File: src/rtl/serial_add_ctrl.sv
// serial_add_ctrl -- bit-serial adder controller.
//
// One full-adder cell is time-shared across the N bits of an addition. The
// cell handles one bit per clock, LSB first, and the carry is held in a flop
// between cycles. A new request is accepted only in IDLE. The result appears
// on z/ripout together with a one-cycle done pulse.
//
// Optional build macro: SERIAL_SUB_EN adds a 'sub' input that selects x - y.
//
// Ports:
//   clk     in   rising-edge clock
//   rst_n   in   synchronous active-low reset
//   start   in   request a new operation (sampled only in IDLE)
//   x, y    in   N-bit operands, captured on an accepted start
//   ripin   in   carry-in, captured on an accepted start
//   sub     in   (SERIAL_SUB_EN only) 1 = subtract: z = x - y
//   busy    out  high while bits are being processed
//   done    out  one-cycle pulse, z/ripout valid
//   z       out  N-bit sum (registered, holds the last result)
//   ripout  out  final carry-out (registered)
module serial_add_ctrl #(
  parameter int N = 8
) (
  input  logic         clk,
  input  logic         rst_n,
  input  logic         start,
  input  logic [N-1:0] x,
  input  logic [N-1:0] y,
  input  logic         ripin,
`ifdef SERIAL_SUB_EN
  input  logic         sub,
`endif
  output logic         busy,
  output logic         done,
  output logic [N-1:0] z,
  output logic         ripout
);

  localparam int CW = $clog2(N);

  typedef enum logic [1:0] {IDLE, RUN, DONE} state_t;

  state_t        state;
  logic [N-1:0]  a_sr;
  logic [N-1:0]  b_sr;
  logic [N-1:0]  z_sh;
  logic          carry;
  logic [CW-1:0] cnt;

  logic          fa_s;
  logic          fa_c;
  logic [N-1:0]  b_load;
  logic          c_load;

  // The single shared full-adder cell
  always_comb begin
    fa_s = a_sr[0] ^ b_sr[0] ^ carry;
    fa_c = (a_sr[0] & b_sr[0]) | (a_sr[0] & carry) | (b_sr[0] & carry);
  end

  // Operand B and the initial carry as loaded on start. Subtraction is
  // x + ~y + 1, so the carry-in is forced to 1 and ripin is ignored.
  always_comb begin
    b_load = y;
    c_load = ripin;
`ifdef SERIAL_SUB_EN
    if (sub) begin
      b_load = ~y;
      c_load = 1'b1;
    end
`endif
  end

  always_ff @(posedge clk) begin
    if (!rst_n) begin
      state  <= IDLE;
      a_sr   <= '0;
      b_sr   <= '0;
      z_sh   <= '0;
      carry  <= 1'b0;
      cnt    <= '0;
      busy   <= 1'b0;
      done   <= 1'b0;
      z      <= '0;
      ripout <= 1'b0;
    end else begin
      case (state)
        IDLE: begin
          if (start) begin
            a_sr  <= x;
            b_sr  <= b_load;
            carry <= c_load;
            cnt   <= '0;
            z_sh  <= '0;
            busy  <= 1'b1;
            state <= RUN;
          end
        end
        RUN: begin
          z_sh  <= {fa_s, z_sh[N-1:1]};
          a_sr  <= a_sr >> 1;
          b_sr  <= b_sr >> 1;
          carry <= fa_c;
          cnt   <= cnt + 1'b1;
          // The last bit is processed on this edge, so the full result is
          // the final shift of the shadow register, not z_sh itself.
          if (cnt == CW'(N - 1)) begin
            z      <= {fa_s, z_sh[N-1:1]};
            ripout <= fa_c;
            busy   <= 1'b0;
            done   <= 1'b1;
            state  <= DONE;
          end
        end
        DONE: begin
          done  <= 1'b0;
          state <= IDLE;
        end
        default: state <= IDLE;
      endcase
    end
  end

endmodule

File: config.mk
export PLATFORM = sky130hd
export DESIGN_NAME = serial_add_ctrl
export DESIGN_NICKNAME = d
export VERILOG_FILES = /design/src/rtl/serial_add_ctrl.sv
export SDC_FILE = /design/constraint.sdc
export NUM_CORES = 1
export LEC_CHECK = 0
export ABC_AREA = 1
export CAP_MARGIN = 20
export CORE_MARGIN = 4
export CORE_UTILIZATION = 40
export CTS_BUF_LIST = sky130_fd_sc_hd__clkbuf_4 sky130_fd_sc_hd__clkbuf_8 sky130_fd_sc_hd__clkbuf_16
export CTS_CLUSTER_SIZE = 16
export DETAILED_ROUTE_END_ITERATION = 8
export GPL_TIMING_DRIVEN = 0
export SLEW_MARGIN = 20
export SYNTH_ARGS = -nofsm -noshare
export SYNTH_HDL_FRONTEND = slang
export SYNTH_SLANG_ARGS = --single-unit
File: constraint.sdc
create_clock -name clk -period 2.6 [get_ports clk]
set_input_delay 0.52 -clock clk [delete_from_list [all_inputs] [get_ports clk]]
set_output_delay 0.52 -clock clk [all_outputs]
set_load 0.03 [all_outputs]
==> metrics.json <==
{
  "run_status": {"value": "completed"},
  "final_net_count": {"value": 302},
  "power.leakage": {"value": 0.948, "unit": "nW"},
  "chipWidth": {"value": 72.6, "unit": "µm"},
  "remaining_drc_errors": {"value": 0},
  "met2_usage": {"value": 24.3, "unit": "%"},
  "synth_seq_cells": {"value": 40},
  "synth_area": {"value": 1670, "unit": "µm²"},
  "grt_util_met1": {"value": 20.9, "unit": "%"},
  "num_rows": {"value": 23},
  "cts-hold-fix-buffers": {"value": 0},
  "global_route_usage_over_all_layers": {"value": 15.7, "unit": "%"},
  "overflow_after_grt": {"value": 0},
  "n_antenna_cell": {"value": 0},
  "r2r.worst_path.cells": {"value": 6},
  "viasPerCell": {"value": 4.46},
  "critical-path-top-delay-family": {"value": "buffers and inverters"},
  "layout.cells.most_common_list": {"value": "nor2_1 (70), nand2_1 (57), dfxtp_1 (40)"},
  "dr.first_iter.drc_count": {"value": 31},
  "clock-skew-final": {"value": 7.48, "unit": "ps"},
  "area_growth_syn_to_layout": {"value": 27.5, "unit": "%"},
  "layout_min_cycle_time": {"value": 1830, "unit": "ps"},
  "postRouteWirelength": {"value": 3.65, "unit": "mm"},
  "worstSetupEndpointType": {"value": "output port"},
  "synth.avg_cell_area": {"value": 6.91, "unit": "µm²"},
  "critical_path.cell_chain": {"value": "clkdlybuf4s50_1"},
  "io_buffer_count": {"value": 30},
  "clkTransAtPathRegs": {"value": 70, "unit": "ps"},
  "dieArea": {"value": 5280, "unit": "µm²"},
  "critical_path_class": {"value": "reg -> out"},
  "min_delay_worst_endpoint": {"value": "b_sr[7]"},
  "post_route_clock_period_utilization": {"value": 70.4, "unit": "%"},
  "route.antenna.remaining_nets": {"value": 0},
  "cts.sinks": {"value": 40},
  "final.fill_count": {"value": 423},
  "ff_latch_area": {"value": 801, "unit": "µm²"},
  "timing.slew.headroom": {"value": 67.9, "unit": "%"},
  "synth_sequential_area_ratio": {"value": 47.9, "unit": "%"},
  "setup_viol": {"value": 0},
  "wl_per_cell": {"value": 11.1, "unit": "µm"},
  "timing.setup.tns": {"value": 0, "unit": "ps"},
  "initial_utilization": {"value": 41.5, "unit": "%"},
  "worstHoldPathCells": {"value": 2},
  "buffer_count_from_post_cts_setup_fixing": {"value": 0},
  "placed_wire_length_estimate": {"value": 2.50, "unit": "mm"},
  "final_critical_path_setup_slack": {"value": 769, "unit": "ps"},
  "cp_data_arrival_time": {"value": 1310, "unit": "ps"},
  "pre_cts_slack": {"value": 608, "unit": "ps"},
  "grt_setup_unrepaired": {"value": "no"},
  "worst-path-buf-inv": {"value": 1},
  "worst_slew_pin_slew": {"value": 482, "unit": "ps"},
  "slowest_delay": {"value": 680, "unit": "ps"},
  "postSynthNetCount": {"value": 265},
  "cts.path.max_buffers": {"value": 2},
  "min_from": {"value": "b_sr[7]"},
  "cts-htree-levels": {"value": 2},
  "timing.rr.start": {"value": "state[1]"},
  "critPathRequiredTime": {"value": 2080, "unit": "ps"},
  "global_route.peak_usage_layer": {"value": "met2"},
  "io_pins": {"value": 31},
  "ys_warn_count": {"value": 0},
  "crit_path_max_fanout": {"value": 2},
  "postSynthCellCount": {"value": 242},
  "timing.final.max_slew_violations": {"value": 0},
  "largest_net_degree_at_the_start_of_global_routing": {"value": 13},
  "holdCritPathClass": {"value": "reg -> reg"},
  "detailedRoute.firstPassIterationCount": {"value": 4},
  "share_of_final_layout_standard_cells_stronger_than_drive_strength_1": {"value": 6.79, "unit": "%"},
  "multi_input_gate_area_in_the_final_layout": {"value": 739, "unit": "µm²"},
  "crit_path_top_delay_cell": {"value": "clkdlybuf4s50_1"},
  "regToRegEndpoint": {"value": "b_sr[5]"},
  "antenna_violations_before_repair": {"value": 0},
  "clk_latency": {"value": 290, "unit": "ps"},
  "grt_util_met3": {"value": 4.27, "unit": "%"},
  "gp_routability_congestion": {"value": 0.733},
  "dieHeight": {"value": 72.6, "unit": "µm"},
  "finalHoldViolCount": {"value": 0},
  "postCtsResizedCells": {"value": 0},
  "grt_pass1_vias": {"value": 1426},
  "clockRootBuffer": {"value": "clkbuf_8"},
  "clock_tree_from_tritoncts": {"value": "done"},
  "synth_cell_type_count": {"value": 18},
  "fmaxAchievable": {"value": 0.546, "unit": "GHz"},
  "power.density_cell_area": {"value": 583, "unit": "nW/µm²"},
  "via_count": {"value": 1471},
  "max_cap_viol_count": {"value": 0},
  "cp-start-kind": {"value": "flip-flop"},
  "r2r_slack": {"value": 1260, "unit": "ps"},
  "design.core.area": {"value": 4030, "unit": "µm²"},
  "global_route_wire_length_before_repair": {"value": 6.43, "unit": "mm"},
  "tritoncts.num_buffers": {"value": 5},
  "most_common_cell_after_layout_fill_and_taps_aside": {"value": "nor2_1"},
  "ir_drop": {"value": 0.349, "unit": "mV"}
}
-- worst register-to-register path, stage by stage (launching register included) --
cell	delay (ps)
dfxtp_1	390
inv_2	80
nand2_4	120
clkbuf_1	390
nor2_1	90
nor2_1	110
nor2_1	50
-- flip-flops by register name, summed over array words and instances (netlist names) --
register and count:
a_sr 8, busy 1, state 2, z_sh 7, cnt 3, done 1, b_sr 8, ripout 1
z 8, carry 1
-- power by group --
part	switching (mW)	internal, mW
sequential	0.0161	0.640
combinational	0.0831	0.0690
clock	0.210	0.226
total	0.309	0.935
-- worst max-delay path by stage --
stage           start      end  slack (ps)  cells after the start
6_report         busy     busy         770                      1
5_1_grt          busy     busy         700                      1
4_1_cts          busy     busy         760                      1
3_5_place_dp    rst_n  z_sh[5]         610                      4
3_3_place_gp    rst_n  b_sr[6]         590                      4
2_1_floorplan  cnt[0]   ripout        1390                      7
-- layout make-up --
cell class / count / area share (%)
inverter: 18 / 3.17
multi-input combinational: 172 / 34.7
clock inverter: 1 / 0.352
clock buffer: 7 / 4.23
buffer: 12 / 2.99
tap: 50 / 2.93
sequential: 40 / 37.6
timing repair buffer: 30 / 14.1
-- kinds of logic (layout without fill, tap and decap cells) --
kind of cell | after synthesis | in the layout | share of synthesized area [%]
AND/OR/NAND/NOR | 130 | 130 | 29.9
AO/OA/AOI/OAI | 39 | 39 | 11.7
adder cells (fa/ha/maj) | 3 | 3 | 2.69
buffers and inverters | 30 | 68 | 7.86
flip-flops | 40 | 40 | 47.9
-- synth_stat cells --
cell	n	share of area, %
nor2_1	70	16
o21ai_1	7	2.1
clkbuf_1	3	0.67
inv_1	17	3.8
nand3_1	1	0.30
inv_2	1	0.22
nand2_1	57	13
o21ai_0	19	5.7
nand2_4	1	0.67
fa_1	1	1.2
buf_1	1	0.22
nand2_2	1	0.37
a21oi_1	13	3.9
buf_4	1	0.45
ha_1	2	1.5
buf_6	1	0.67
buf_2	6	1.8
dfxtp_1	40	48
-- routing by layer --
layer	wire, µm	up-vias
met2	1510	26
met3	163	6
met5	0	-
li1	-	815
met1	1920	624
met4	54	0
-- stage by stage --
| step | util (%) | total power [mW] | area (µm²) | std cells | hold WS [ps] |
|---|---|---|---|---|---|
| 3_5_place_dp | 50.5 | 0.822 | 2030 | 322 | 458 |
| 4_1_cts | 52.9 | 1.26 | 2130 | 330 | 469 |
| 3_3_place_gp | 50.5 | 0.824 | 2030 | 322 | 450 |
| 2_1_floorplan | - | 0.762 | 1670 | 242 | 435 |
| 5_1_grt | 52.9 | 1.31 | 2130 | 330 | 487 |
| 6_report | 52.9 | 1.24 | 2130 | 330 | 465 |
Note: power is estimated with default switching activity, not from simulation.
